[src/rtl/clock_set_controller.sv]
// Time-set sequencer: decodes Mode/Inc buttons into RUN/SET states and issues counter adjust pulses.
// Optional Inc auto-repeat in SET_HOUR/SET_MIN is enabled by defining SETCTL_AUTOREPEAT_EN.
module clock_set_controller #(
  parameter int unsigned TIMEOUT_S  = 10,
  parameter int unsigned HOLD_TICKS = 2
) (
  input  logic       Clk,
  input  logic       RST,
  input  logic       Tick_1Hz,
  input  logic       Tick_Fast,
  input  logic       Btn_Mode,
  input  logic       Btn_Inc,
  output logic       Run_EN,
  output logic       Inc_Hour,
  output logic       Inc_Min,
  output logic       Clr_Sec,
  output logic [1:0] Field_Sel,
  output logic       Blink
);

  typedef enum logic [1:0] {S_RUN, S_HOUR, S_MIN, S_SEC} state_t;

  if (TIMEOUT_S < 1 || TIMEOUT_S > 255) begin : gen_bad_timeout
    $error("TIMEOUT_S must be in 1..255");
  end
  if (HOLD_TICKS < 1 || HOLD_TICKS > 15) begin : gen_bad_hold
    $error("HOLD_TICKS must be in 1..15");
  end

  localparam logic [7:0] TIMEOUT_MAX = 8'(TIMEOUT_S);

  state_t     state_q, state_d;
  logic [7:0] tcnt_q, tcnt_d;
  logic       btn_mode_q, btn_inc_q, armed_q;
  logic       run_en_q, run_en_d;
  logic       inc_hour_q, inc_hour_d;
  logic       inc_min_q, inc_min_d;
  logic       clr_sec_q, clr_sec_d;
  logic [1:0] field_sel_q, field_sel_d;
  logic       blink_q, blink_d;
  logic       rise_mode, rise_inc, rep, bump;

`ifdef SETCTL_AUTOREPEAT_EN
  localparam logic [3:0] HOLD_MAX = 4'(HOLD_TICKS);
  logic [3:0] hold_q, hold_d;
  logic       adj_state;
`endif

  always_comb begin
    // armed_q masks the first cycle after reset so a button already held produces no edge
    rise_mode = armed_q & Btn_Mode & ~btn_mode_q;
    rise_inc  = armed_q & Btn_Inc & ~btn_inc_q;
    rep       = 1'b0;
`ifdef SETCTL_AUTOREPEAT_EN
    adj_state = (state_q == S_HOUR) || (state_q == S_MIN);
    rep       = ~rise_mode & adj_state & Btn_Inc & Tick_Fast & (hold_q >= HOLD_MAX);
`endif
    bump = ~rise_mode & (state_q != S_RUN) & (rise_inc | rep);

    state_d = state_q;
    tcnt_d  = tcnt_q;
    if (rise_mode) begin
      tcnt_d = '0;
      case (state_q)
        S_RUN:   state_d = S_HOUR;
        S_HOUR:  state_d = S_MIN;
        S_MIN:   state_d = S_SEC;
        default: state_d = S_RUN;
      endcase
    end else if (state_q != S_RUN) begin
      if (bump) begin
        tcnt_d = '0;
      end else if (Tick_1Hz) begin
        tcnt_d = tcnt_q + 8'd1;
      end
      if (tcnt_d >= TIMEOUT_MAX) begin
        state_d = S_RUN;
      end
    end
    if (state_d == S_RUN) begin
      tcnt_d = '0;
    end

    inc_hour_d = bump & (state_q == S_HOUR);
    inc_min_d  = bump & (state_q == S_MIN);
    clr_sec_d  = bump & (state_q == S_SEC);
    run_en_d   = (state_d == S_RUN);

    case (state_d)
      S_HOUR:  field_sel_d = 2'b11;
      S_MIN:   field_sel_d = 2'b10;
      S_SEC:   field_sel_d = 2'b01;
      default: field_sel_d = 2'b00;
    endcase

    // Blank phase restarts on any change so the new value is visible immediately
    if (state_d == S_RUN || state_d != state_q || bump) begin
      blink_d = 1'b0;
    end else if (Tick_Fast) begin
      blink_d = ~blink_q;
    end else begin
      blink_d = blink_q;
    end

`ifdef SETCTL_AUTOREPEAT_EN
    hold_d = '0;
    if (Btn_Inc && state_d == state_q) begin
      hold_d = hold_q;
      if (adj_state && Tick_Fast && hold_q < HOLD_MAX) begin
        hold_d = hold_q + 4'd1;
      end
    end
`endif
  end

  always_ff @(posedge Clk or posedge RST) begin
    if (RST) begin
      state_q     <= S_RUN;
      tcnt_q      <= '0;
      btn_mode_q  <= 1'b0;
      btn_inc_q   <= 1'b0;
      armed_q     <= 1'b0;
      run_en_q    <= 1'b1;
      inc_hour_q  <= 1'b0;
      inc_min_q   <= 1'b0;
      clr_sec_q   <= 1'b0;
      field_sel_q <= 2'b00;
      blink_q     <= 1'b0;
`ifdef SETCTL_AUTOREPEAT_EN
      hold_q      <= '0;
`endif
    end else begin
      state_q     <= state_d;
      tcnt_q      <= tcnt_d;
      btn_mode_q  <= Btn_Mode;
      btn_inc_q   <= Btn_Inc;
      armed_q     <= 1'b1;
      run_en_q    <= run_en_d;
      inc_hour_q  <= inc_hour_d;
      inc_min_q   <= inc_min_d;
      clr_sec_q   <= clr_sec_d;
      field_sel_q <= field_sel_d;
      blink_q     <= blink_d;
`ifdef SETCTL_AUTOREPEAT_EN
      hold_q      <= hold_d;
`endif
    end
  end

  assign Run_EN    = run_en_q;
  assign Inc_Hour  = inc_hour_q;
  assign Inc_Min   = inc_min_q;
  assign Clr_Sec   = clr_sec_q;
  assign Field_Sel = field_sel_q;
  assign Blink     = blink_q;

endmodule

[config.mk]
export PLATFORM = sky130hd
export DESIGN_NAME = clock_set_controller
export DESIGN_NICKNAME = d
export VERILOG_FILES = /design/src/rtl/clock_set_controller.sv
export SDC_FILE = /design/constraint.sdc
export NUM_CORES = 1
export LEC_CHECK = 0
export ABC_AREA = 1
export CORE_MARGIN = 1
export CORE_UTILIZATION = 49
export DETAILED_ROUTE_END_ITERATION = 16
export GPL_ROUTABILITY_DRIVEN = 0
export PLACE_DENSITY_LB_ADDON = 0.3
export SLEW_MARGIN = 20
export SYNTH_ARGS = -nofsm -noshare
export SYNTH_HDL_FRONTEND = slang
export SYNTH_SLANG_ARGS = --single-unit
export TNS_END_PERCENT = 1
[constraint.sdc]
create_clock -name Clk -period 2.6 [get_ports Clk]
set_input_delay 0.65 -clock Clk [delete_from_list [all_inputs] [get_ports Clk]]
set_output_delay 0.65 -clock Clk [all_outputs]
set_load 0.03 [all_outputs]
-- Word level (Yosys, flattened, before mapping)
Index checks and enable logic that the tools add are counted.
- register bits: 20
- bits in latches: 0
- bits in writable memories: 0
- ROM bits: 0
- bits of input ports: 6
- output and inout port bits: 7
- word-level logic and storage cells: 54
- memories kept: 0
- add/subtract/negate cells: 1
- multiply operators: 0
- divide/modulo/power cells: 0
- $lt $le $gt $ge: 1
- equality and inequality tests: 7
- shift operators: 0
- mux-type cells: 14
- bitwise logic cells: 13
- reduce and logical (&&, ||, !) cells: 7
- operators by type and width (cell ; number):
    $mux 8 ; 7
    $pmux 2 s3 ; 2
    $and 1x1->1 ; 9
    $add 8x1->8 const B ; 1
    $eq 2x2->1 const B ; 4
    $ge 8x4->1 const B ; 1
    $mux 2 ; 3
    $eq 2x1->1 const B ; 2
    $logic_not 2->1 ; 2
    $not 1->1 ; 4
    $reduce_bool 2->1 ; 2
    $reduce_bool 3->1 ; 1
    $logic_or 1x1->1 ; 2
    $mux 1 ; 2
    $ne 2x2->1 ; 1

-- Depth between registers and ports, before layout
Gate-level depths: netlist (run 1).
- word-level depth: 16
- gate-level depth with buffers: 21
- gate-level depth less buffers: 21

-- Least setup slack after synthesis (run 1)
OpenSTA, ideal clock, no wires.
- path kind: reg2reg
- start: register state_q[0]
- end: register blink_q (netlist: Blink)
- library setup time: 71 ps
- arrival: 2401 ps
- data required time: 2529 ps
- slack: 127 ps
- stages on the path, launching flop included: 22
- period minus slack after synthesis: 2473 ps
- cells stage by stage: dfrtp_1 -> clkinv_2 -> ha_1 -> nor2_2 -> nand3b_4 -> buf_6 -> nand3_2 -> nand2_2 -> nor2_2 -> nand2_1 -> nand2_1 -> nand2_1 -> nand2_1 -> inv_1 -> ha_1 -> inv_2 -> o21ai_0 -> a21oi_1 -> nand2_1 -> a221oi_1 -> nand2_1 -> nor2_1
- longest elaborated chain between the ends: 14
- elaborated cells between the ends (all ways): 20
- RTL lines (item ; RTL line ; text):
    start: declaration ; 32 ; state_t state_q, state_d;
    start signal: assignment ; 133 ; state_q <= state_d;
    $reduce_bool 2->1 ; 58, 70 ;
    $and 1x1->1 (2 in series) ; 58 ; bump = ~rise_mode & (state_q != S_RUN) & (rise_inc | rep);
    $mux 8 ; 71 ; if (bump) begin
    $mux 8 ; 70 ; end else if (state_q != S_RUN) begin
    $mux 8 ; 62 ; if (rise_mode) begin
    $ge 8x4->1 ; 76 ; if (tcnt_d >= TIMEOUT_MAX) begin
    $mux 2 ; 76 ;
    $mux 2 ; 70 ;
    $mux 2 (*) ; 62 ;
    net state_d[1] ; 32 ;
    $logic_not 2->1 (*) ; -- ;
    net run_en_d ; 35 ; logic run_en_q, run_en_d;
    $logic_or 1x1->1 (*) (2 in series) ; 97 ; if (state_d == S_RUN || state_d != state_q || bump) begin
    $mux 1 / $reduce_bool 2->1 (equally long branches) ; -- ;
    end signal: assignment ; 143 ; blink_q <= blink_d;
    end: declaration ; 40 ; logic blink_q, blink_d;
Mark *: on every way through the listed nets, which the timed path passes. The rest lies on a longest branch. The select of a mux whose other input is x is not followed.
A chain may end at the register's enable or synchronous reset.

-- Worst setup path in the final report (run 1)
- start: register state_q[1]
- end: register tcnt_q[3]
- longest elaborated chain between the ends: 12
- elaborated cells between the ends (all ways): 19
- RTL lines (item ; RTL line ; text):
    $reduce_bool 2->1 ; 58, 70 ;
    $and 1x1->1 (2 in series) ; 58 ;
    $mux 8 ; 71 ;
    $mux 8 ; 70 ;
    $mux 8 ; 62 ;
    $ge 8x4->1 ; 76 ;
    $mux 2 ; 76 ;
    $mux 2 ; 70 ;
    $mux 2 (*) ; 62 ;
    net state_d[1] ; 32 ;
    $logic_not 2->1 (*) ; -- ;
    net run_en_d ; 35 ;
    $reduce_bool 3->1 (no line) / $mux 8 (equally long branches) ; -- ;
    end signal: assignment ; 134 ; tcnt_q <= tcnt_d;
    end: declaration ; 33 ; logic [7:0] tcnt_q, tcnt_d;
Marked as above.

==> results of run 1 <==
[per-stage QoR]
stage                     util (%)  setup WS, ns  hold slack (ns)  std cells
after global placement        66.5        -0.399            0.552        182
after floorplan                  -         0.127            0.534        130
after CTS                     69.4       0.00454            0.578        189
after detailed placement      66.5        -0.499            0.561        182
final                         76.1         0.131            0.500        195
after global routing          76.1      -0.00503            0.499        195
[worst max-delay path: cells and delay by family, from the launching register on]
kind / cells / cell delay, ns
simple gates: 9 / 0.84
buf+inv: 7 / 0.72
flops: 1 / 0.41
fa+ha+maj: 2 / 0.31
compound gates: 1 / 0.09
[placed cells by master, fill, tap and decap left out, types with 2 or more instances in the layout]
| cell | n |
|---|---|
| clkdlybuf4s50_1 | 9 |
| nand3_1 | 4 |
| inv_1 | 23 |
| dfrtp_1 | 18 |
| buf_4 | 23 |
| nor2_2 | 2 |
| nand2_1 | 20 |
| nand3_4 | 3 |
| inv_2 | 2 |
| ha_1 | 4 |
| o22ai_1 | 8 |
| dlymetal6s2s_1 | 2 |
| clkbuf_4 | 3 |
| ha_4 | 2 |
| nor2_4 | 3 |
| nand3_2 | 5 |
| nand2_2 | 10 |
| nor2_1 | 9 |
[registers in the layout, indices dropped and copies added (netlist names)]
signal,cells
btn_inc_q,1
btn_mode_q,1
armed_q,1
Inc_Hour,1
Inc_Min,1
state_q,2
Blink,1
Field_Sel,1
Clr_Sec,1
Run_EN,1
tcnt_q,8
[cells by family after synthesis]
| group | after synthesis | synth area share [%] |
|---|---|---|
| other cells | 1 | 0.342 |
| xor+xnor | 1 | 0.799 |
| fa+ha+maj | 6 | 6.85 |
| simple gates | 60 | 29.8 |
| compound gates | 14 | 7.65 |
| flops | 19 | 43.5 |
| buf+inv | 29 | 11.1 |
[area by class of cell]
class                      count  area [um^2]
inverter                      27          105
multi-input combinational     83          603
clock buffer                   4         26.3
timing repair buffer          35          293
tap                           27         33.8
fill                         130          484
sequential                    19          477
[worst max path at each step]
stage                          start        end  cells after the start
after CTS                    Btn_Inc      Blink                     19
after floorplan           state_q[0]      Blink                     21
after detailed placement    Tick_1Hz      Blink                     20
after global placement      Tick_1Hz      Blink                     20
final                     state_q[1]  tcnt_q[3]                     19
after global routing      state_q[1]  tcnt_q[0]                     19
[routing by layer]
metal / share of wire, % / up-vias
met5: 0 / -
met4: 1.9 / 0
met3: 3.5 / 8
met2: 53 / 31
met1: 41 / 488
li1: - / 487
[power by group]
group	switching, mW	leakage [nW]	total [mW]	internal, mW
clock	0.0945	0.0150	0.154	0.0599
sequential	0.0344	0.248	0.385	0.351
combinational	0.394	0.476	0.752	0.358
total	0.523	0.739	1.29	0.769
[what timing repair did]
item	4_1_cts	5_1_grt
setup endpoints to repair	9	9
setup buffers	2	6
gates cloned	1	0
hold buffers	0	0
pin swaps	3	17
resized for setup	3	25
==> run_results.csv, run 1 <==
group,metric,value,unit
status,status,"complete, no violations",
setup_path,r2r_end,"tcnt_q[3]",
logic_synthesis,synth-edff-count,0,
logic_synthesis,synthArstFlopShare,100,%
cells_and_area,nNetsFinal,181,
sta,finalCritPeriodShare,95.0,%
route,vias,1014,
setup_path,crit_path_end_kind,"flop",
global_route,use_met2,41.6,%
sta,max_freq,405,MHz
global_route,grt_pass1_wl,4110,um
floorplan,start_util,54.2,%
cells_and_area,syn_to_final_growth,40.3,%
logic_synthesis,yosysWarnings,0,
min_path,hold_path_end,"btn_mode_q",
setup_path,critPathKind,"flop to flop",
global_route,grtUsageMet3,4.05,%
global_route,grt.overflow.total,0,
power,total_power,1.29,mW
sta,finalHoldViolations,0,
clocking,numClockSinks,19,
logic_synthesis,syn_area,0.00110,mm^2
global_route,grt_max_degree,20,
logic_synthesis,synth.avg_cell_area,8.43,um^2
route,firstDrtPassIters,4,
clocking,clk_pin_slew_worst_paths,0.11,ns
route,vias_per_cell,5.20,
placement,port_buffers,12,
logic_synthesis,yosysTopAreaCellShare,41.1,%
setup_path,crit_path_top_delay_cell,"dfrtp_1",
cells_and_area,final_area,0.00154,mm^2
setup_path,arrival,2.66,ns
clocking,clockBufferDepth,2,
clocking,htree_levels,1,
floorplan,fp-row-count,16,
setup_path,crit_chain,"inv_1, ha_4, nor2_4, buf_4, nand3b_2, inv_1, nor3_2, nand2_1, nand2_1, nand2_2, nand2_2, nand2_2, inv_2, ha_4, inv_4, buf_4, nand3_1, buf_4, o22ai_1",
logic_synthesis,synth_ff_type,"dfrtp_1",
cells_and_area,n_antenna_cell,0,
setup_path,r2r_cells,19,
setup_path,r2r_slack,0.13,ns
floorplan,die_w,49.3,um
power,power_density,840,mW/mm^2
clocking,clockRootBuffer,"clkbuf_4",
logic_synthesis,ys_top_cells_by_count,"25 x inv_1, 25 x nand2_1, 18 x dfrtp_1",
logic_synthesis,synth_top_area_cell,"dfrtp_1",
sta,min_period,2.47,ns
power,irDropWorstVdd,757,uV
sta,slew-limit-headroom,52.8,%
global_route,grt_pass1_vias,1009,
power,p_leak,0.739,nW
clocking,cts_tree,"done",
run,drv_cap,0,
floorplan,die-area,0.00243,mm^2
sta,setup_violations,0,
route,drtIter0Drc,32,
setup_path,crit_required,2.79,ns
sta,slew_violations,0,
logic_synthesis,yosysSeqAreaShare,43.5,%
sta,finClkSkew,0.00477,ns
logic_synthesis,synth-seq-cells,19,
clocking,cts_made_buffers,3,
setup_path,worstPathMaxFanout,8,
min_path,worst_hold_path.num_cells,1,
setup_path,start_kind,"flop",
global_route,grt_use_total,22.7,%
global_route,top_usage_layer,"met2",
route,postRouteAntennaNets,0,
setup_path,reg2reg_from,"state_q[1]",
placement,dpl.hpwl,1650,um
logic_synthesis,syn-num-nets,142,
sta,finalSetupTns,0,ns
setup_path,slowest_delay,0.41,ns
route,routedWlPerCell,13.5,um
route,drcViolationCount,0,
min_path,hold_class,"input pin to flop",
global_route,met1_usage,26.2,%
logic_synthesis,ys_types,26,
clocking,clock_latency,0.30,ns
cells_and_area,drive_gt1_share,38.1,%
logic_synthesis,synth_area_leaders,"dfrtp_1 41%, inv_1 8.6%, nand2_1 8.6%",
floorplan,ios,13,
placement,place_area,0.00134,mm^2
global_route,antenna_found_initial,0,
floorplan,dieHeight,49.3,um
sta,tightestPinTransition,0.707,ns
floorplan,core-area,0.00202,mm^2
route,wl,2630,um
min_path,min_from,"Btn_Mode",
logic_synthesis,syn_inst,130,
Power figures use the tool's default switching activity.
==> inputs of run 2 (changes only) <==
MAX_ROUTING_LAYER = met4   (was not set)
==> run_results.csv, run 2 (synthesis gave the netlist of run 1 again) <==
group,metric,value,unit
power,combPwrFrac,58.3,%
placement,place_area,0.00134,mm^2
placement,port_buffers,12,
placement,detailedPlace.worstSlack,-0.499,ns
floorplan,core-area,0.00202,mm^2
cells_and_area,nNetsFinal,181,
route,vias_per_cell,5.16,
placement,dpl.hpwl,1650,um
route,wl,2610,um
clocking,clock_latency,0.30,ns
route,drcViolationCount,0,
cells_and_area,fillCellCount,130,
global_route,antenna_found_initial,0,
setup_path,critPathKind,"flop to flop",
floorplan,dieHeight,49.3,um
floorplan,die-area,0.00243,mm^2
cells_and_area,top_regs,"tcnt_q x8, state_q x2",
clocking,cts_made_buffers,3,
setup_path,start_kind,"flop",
min_path,hold_class,"input pin to flop",
sta,slew-limit-headroom,52.8,%
power,seqPwrFrac,29.9,%
power,swShare,40.3,%
status,status,"complete, no violations",
power,p_leak,0.739,nW
cells_and_area,drive_gt1_share,38.1,%
sta,min_period,2.44,ns
power,p_clk_share,11.8,%
cells_and_area,final_area,0.00154,mm^2
sta,finalCritPeriodShare,94.0,%
setup_path,slowest_delay,0.41,ns
setup_path,worstPathMaxFanout,8,
setup_path,crit_chain,"inv_1, ha_4, nor2_4, buf_4, nand3b_2, inv_1, nor3_2, nand2_1, nand2_1, nand2_2, nand2_2, nand2_2, inv_2, ha_4, inv_4, buf_4, nand3_1, buf_4, o22ai_1",
global_route,grt_pass1_vias,1010,
power,power_density,837,mW/mm^2
clocking,clk_pin_slew_worst_paths,0.11,ns
setup_path,crit_path_top_delay_cell,"dfrtp_1",
route,routedWlPerCell,13.4,um
clocking,cts_tree,"done",
route,vias,1007,
global_route,grt_use_total,23.3,%
cells_and_area,max_flop_register,"tcnt_q",
sta,fin_ws,0.156,ns
cells_and_area,largest_reg_flops,8,
setup_path,crit_required,2.79,ns
route,drtIter0Drc,34,
global_route,grt_pass1_wl,4110,um
route,postRouteAntennaNets,0,
setup_path,arrival,2.63,ns
global_route,grt.overflow.total,0,
route,firstDrtPassIters,4,
clocking,numClockSinks,19,
floorplan,fp-row-count,16,
power,internal-power,0.769,mW
sta,setup_violations,0,
sta,slew_violations,0,
sta,finClkSkew,0.00311,ns
sta,tightestPinTransition,0.707,ns
clocking,htree_levels,1,
power,switchingPower,0.519,mW
clocking,ctsHoldBuffers,0,
global_route,grt_max_degree,20,
cells_and_area,syn_to_final_growth,40.3,%
clocking,clockBufferDepth,2,
power,irDropWorstVdd,756,uV
floorplan,die_w,49.3,um
sta,max_freq,409,MHz
run,drv_cap,0,
setup_path,crit_path_end_kind,"flop",
clocking,clockRootBuffer,"clkbuf_4",
cells_and_area,final_cell_mix,"23 x inv_1, 23 x buf_4, 20 x nand2_1",
cells_and_area,n_antenna_cell,0,
floorplan,start_util,54.2,%
floorplan,ios,13,
sta,finalHoldViolations,0,
-- run 2: cell counts in the layout (fill, tap and decap cells not counted) --
Identical to the previous run, type by type.
-- run 2: power groups by stage --
stage          logic, mW  registers, mW  clock network [mW]
2_1_floorplan      0.278          0.433                   0
3_3_place_gp       0.555          0.385                   0
3_5_place_dp       0.575          0.388                   0
4_1_cts            0.604          0.383               0.153
5_1_grt            0.816          0.390               0.164
6_report           0.750          0.385               0.152
-- run 2: critical path, delay by kind of cell (launching register included) --
kind            cells  cell delay (ns)
buf+inv             7             0.71
flops               1             0.41
fa+ha+maj           2             0.32
simple gates        9             0.80
compound gates      1             0.09
-- run 2: area by class of cell --
cell class              count  area (um^2)  share of cell area [%]
well taps                  27         33.8                    2.20
flip-flops and latches     19          477                    31.0
multi-input cells          83          603                    39.2
inverters                  27          105                    6.83
repair buffers             35          293                    19.0
clock buffers               4         26.3                    1.71
-- run 2: what timing repair did --
item | CTS | global route
setup buffers | 2 | 6
gates cloned | 1 | 0
pin swaps | 3 | 17
gates resized for setup | 3 | 25
setup endpoints to repair | 9 | 9
-- run 2: metal layers --
layer / global-route usage (%) / part of all wire [%] / up-vias
met5: - / 0 / -
met2: 41.6 / 53 / 31
met3: 4.05 / 3.7 / 6
met1: 26.2 / 42 / 485
met4: 7.35 / 1.8 / 0
li1: - / - / 485
-- run 2: worst paths after layout --
| kind | startpoint | to | slack [ns] | depth (start not counted) |
|---|---|---|---|---|
| min in group asynchronous | RST | armed_q | 0.75 | 2 |
| worst max-delay path | state_q[1] | tcnt_q[3] | 0.16 | 19 |
| worst max register to register | state_q[1] | tcnt_q[3] | 0.16 | 19 |
| worst min-delay path | Btn_Mode | btn_mode_q | 0.50 | 1 |
| max in group asynchronous | RST | Blink | 1.41 | 2 |
| worst min register to register | tcnt_q[7] | tcnt_q[7] | 0.59 | 2 |
-- run 2: stage by stage --
stage               total power [mW]  std cells  setup TNS (ns)  hold WS [ns]  utilization [%]
floorplan                      0.710        130               0         0.534                -
detailed placement             0.962        182           -3.42         0.561             66.5
finish                          1.29        195               0         0.502             76.1
global route                    1.37        195         -0.0102         0.499             76.1
CTS                             1.14        189               0         0.578             69.4
global placement               0.939        182           -2.74         0.552             66.5
==> inputs of run 3 (changes only) <==
PLACE_DENSITY = 0.78   (was not set)
PLACE_DENSITY_LB_ADDON = not set   (was 0.3)
==> run_results.csv, run 3 (synthesis gave the netlist of run 1 again) <==
group,metric,value,unit
status,status,"complete, no violations",
sta,finalHoldViolations,0,
clocking,numClockSinks,19,
floorplan,core-area,0.00202,mm^2
global_route,grt_pass1_wl,3890,um
setup_path,critPathKind,"flop to flop",
sta,finClkSkew,0.00121,ns
power,total_power,1.24,mW
cells_and_area,multi_input_area,581,um^2
min_path,hold_class,"input pin to flop",
placement,dpl.hpwl,1610,um
sta,slew_violations,0,
cells_and_area,final_area,0.00152,mm^2
global_route,grtUsageMet3,3.43,%
floorplan,ios,13,
sta,slew-limit-headroom,51.4,%
floorplan,fp-row-count,16,
placement,placed_cells,185,
clocking,cts_made_buffers,3,
setup_path,arrival,2.73,ns
cells_and_area,n_antenna_cell,0,
global_route,met1_usage,24.2,%
route,postRouteAntennaNets,0,
placement,port_buffers,12,
global_route,grt_max_degree,20,
cells_and_area,top_regs,"tcnt_q x8, state_q x2",
global_route,grt_pass1_vias,991,
run,drv_cap,0,
power,power_density,812,mW/mm^2
clocking,clockRootBuffer,"clkbuf_4",
floorplan,dieHeight,49.3,um
clocking,cts_tree,"done",
sta,tightestPinTransition,0.729,ns
route,vias,1025,
sta,setup_violations,0,
global_route,antenna_found_initial,0,
floorplan,die_w,49.3,um
clocking,clock_latency,0.30,ns
cells_and_area,max_flop_register,"tcnt_q",
route,vias_per_cell,5.20,
clocking,htree_levels,1,
route,routedWlPerCell,13.2,um
power,irDropWorstVdd,786,uV
cells_and_area,final_common_cell,"buf_4",
power,p_leak,0.736,nW
cells_and_area,fin_cells,197,
setup_path,start_kind,"flop",
route,drcViolationCount,0,
placement,place_area,0.00137,mm^2
cells_and_area,syn_to_final_growth,39.0,%
floorplan,die-area,0.00243,mm^2
clocking,clockBufferDepth,2,
sta,min_period,2.49,ns
cells_and_area,largest_reg_flops,8,
sta,finalSetupTns,0,ns
route,wl,2610,um
cells_and_area,register_area,477,um^2
route,drtIter0Drc,30,
cells_and_area,final_cell_mix,"25 x buf_4, 24 x inv_1, 20 x nand2_1",
clocking,clk_pin_slew_worst_paths,0.10,ns
cells_and_area,drive_gt1_share,36.5,%
sta,finalCritPeriodShare,95.8,%
setup_path,crit_required,2.84,ns
global_route,grt_use_total,21.5,%
floorplan,start_util,54.2,%
route,firstDrtPassIters,4,
global_route,use_met2,37.7,%
cells_and_area,nNetsFinal,183,
setup_path,crit_path_end_kind,"flop",
setup_path,worstPathMaxFanout,5,
cells_and_area,fillCellCount,142,
clocking,ctsHoldBuffers,0,
global_route,grt.overflow.total,0,
sta,max_freq,401,MHz
global_route,top_usage_layer,"met2",
[run 3: final cells by class]
class                   instances  share of cell area [%]
clock buffers                   4                    1.72
inverters                      27                    6.73
multi-input cells              83                    38.1
flip-flops and latches         19                    31.3
well taps                      27                    2.22
repair buffers                 37                    20.0
[run 3: path summary, 6_finish.rpt]
kind / from / end / slack, ns / depth (start not counted)
max: state_q[1] / Blink / 0.11 / 20
min: Btn_Mode / btn_mode_q / 0.52 / 1
max reg2reg: state_q[1] / Blink / 0.11 / 20
min reg2reg: tcnt_q[7] / tcnt_q[7] / 0.59 / 2
max in group asynchronous: RST / btn_mode_q / 1.38 / 2
min in group asynchronous: RST / armed_q / 0.76 / 2
[run 3: timing repair]
| item | CTS | global route |
|---|---|---|
| gates cloned | 1 | 0 |
| gates resized for setup | 5 | 17 |
| endpoints found under the setup margin | 1 | 9 |
| setup buffers | 1 | 6 |
| endpoints found under the hold margin | 0 | 0 |
| pin swaps | 7 | 17 |
[run 3: metal layers]
layer  wire (um)  part of all wire [%]  vias up
li1            -                     -      489
met1        1130                    43      493
met2        1320                    50       39
met3         130                   5.0        4
met4          31                   1.2        0
met5           0                     0        -
[run 3: worst max-delay path, cell delays in order (launching register included)]
cell      delay (ns)
dfrtp_1         0.37
inv_1           0.09
ha_4            0.18
nor2_4          0.13
nand3b_4        0.18
nand3_2         0.12
nand2_2         0.06
nor2_2          0.10
nand2_1         0.07
nand2_2         0.11
nand2_2         0.06
nand2_2         0.08
inv_1           0.05
ha_2            0.19
inv_2           0.05
o21ai_1         0.05
a21oi_1         0.14
nand2_1         0.08
a221oi_2        0.17
nand2_1         0.07
nor2_1          0.09
[run 3: where the power goes]
part           total [mW]  leakage [nW]  internal, mW  switching (mW)
Sequential          0.382         0.248         0.351          0.0307
Clock               0.150        0.0150        0.0598          0.0900
Combinational       0.705         0.473         0.324           0.381
[run 3: stage by stage]
step	util (%)	worst slack, ns	hold slack [ns]
global route	75.4	-0.0708	0.511
floorplan	-	0.127	0.534
detailed placement	67.6	-0.488	0.568
CTS	70.5	0.0119	0.584
finish	75.4	0.108	0.516
global placement	67.6	-0.394	0.554
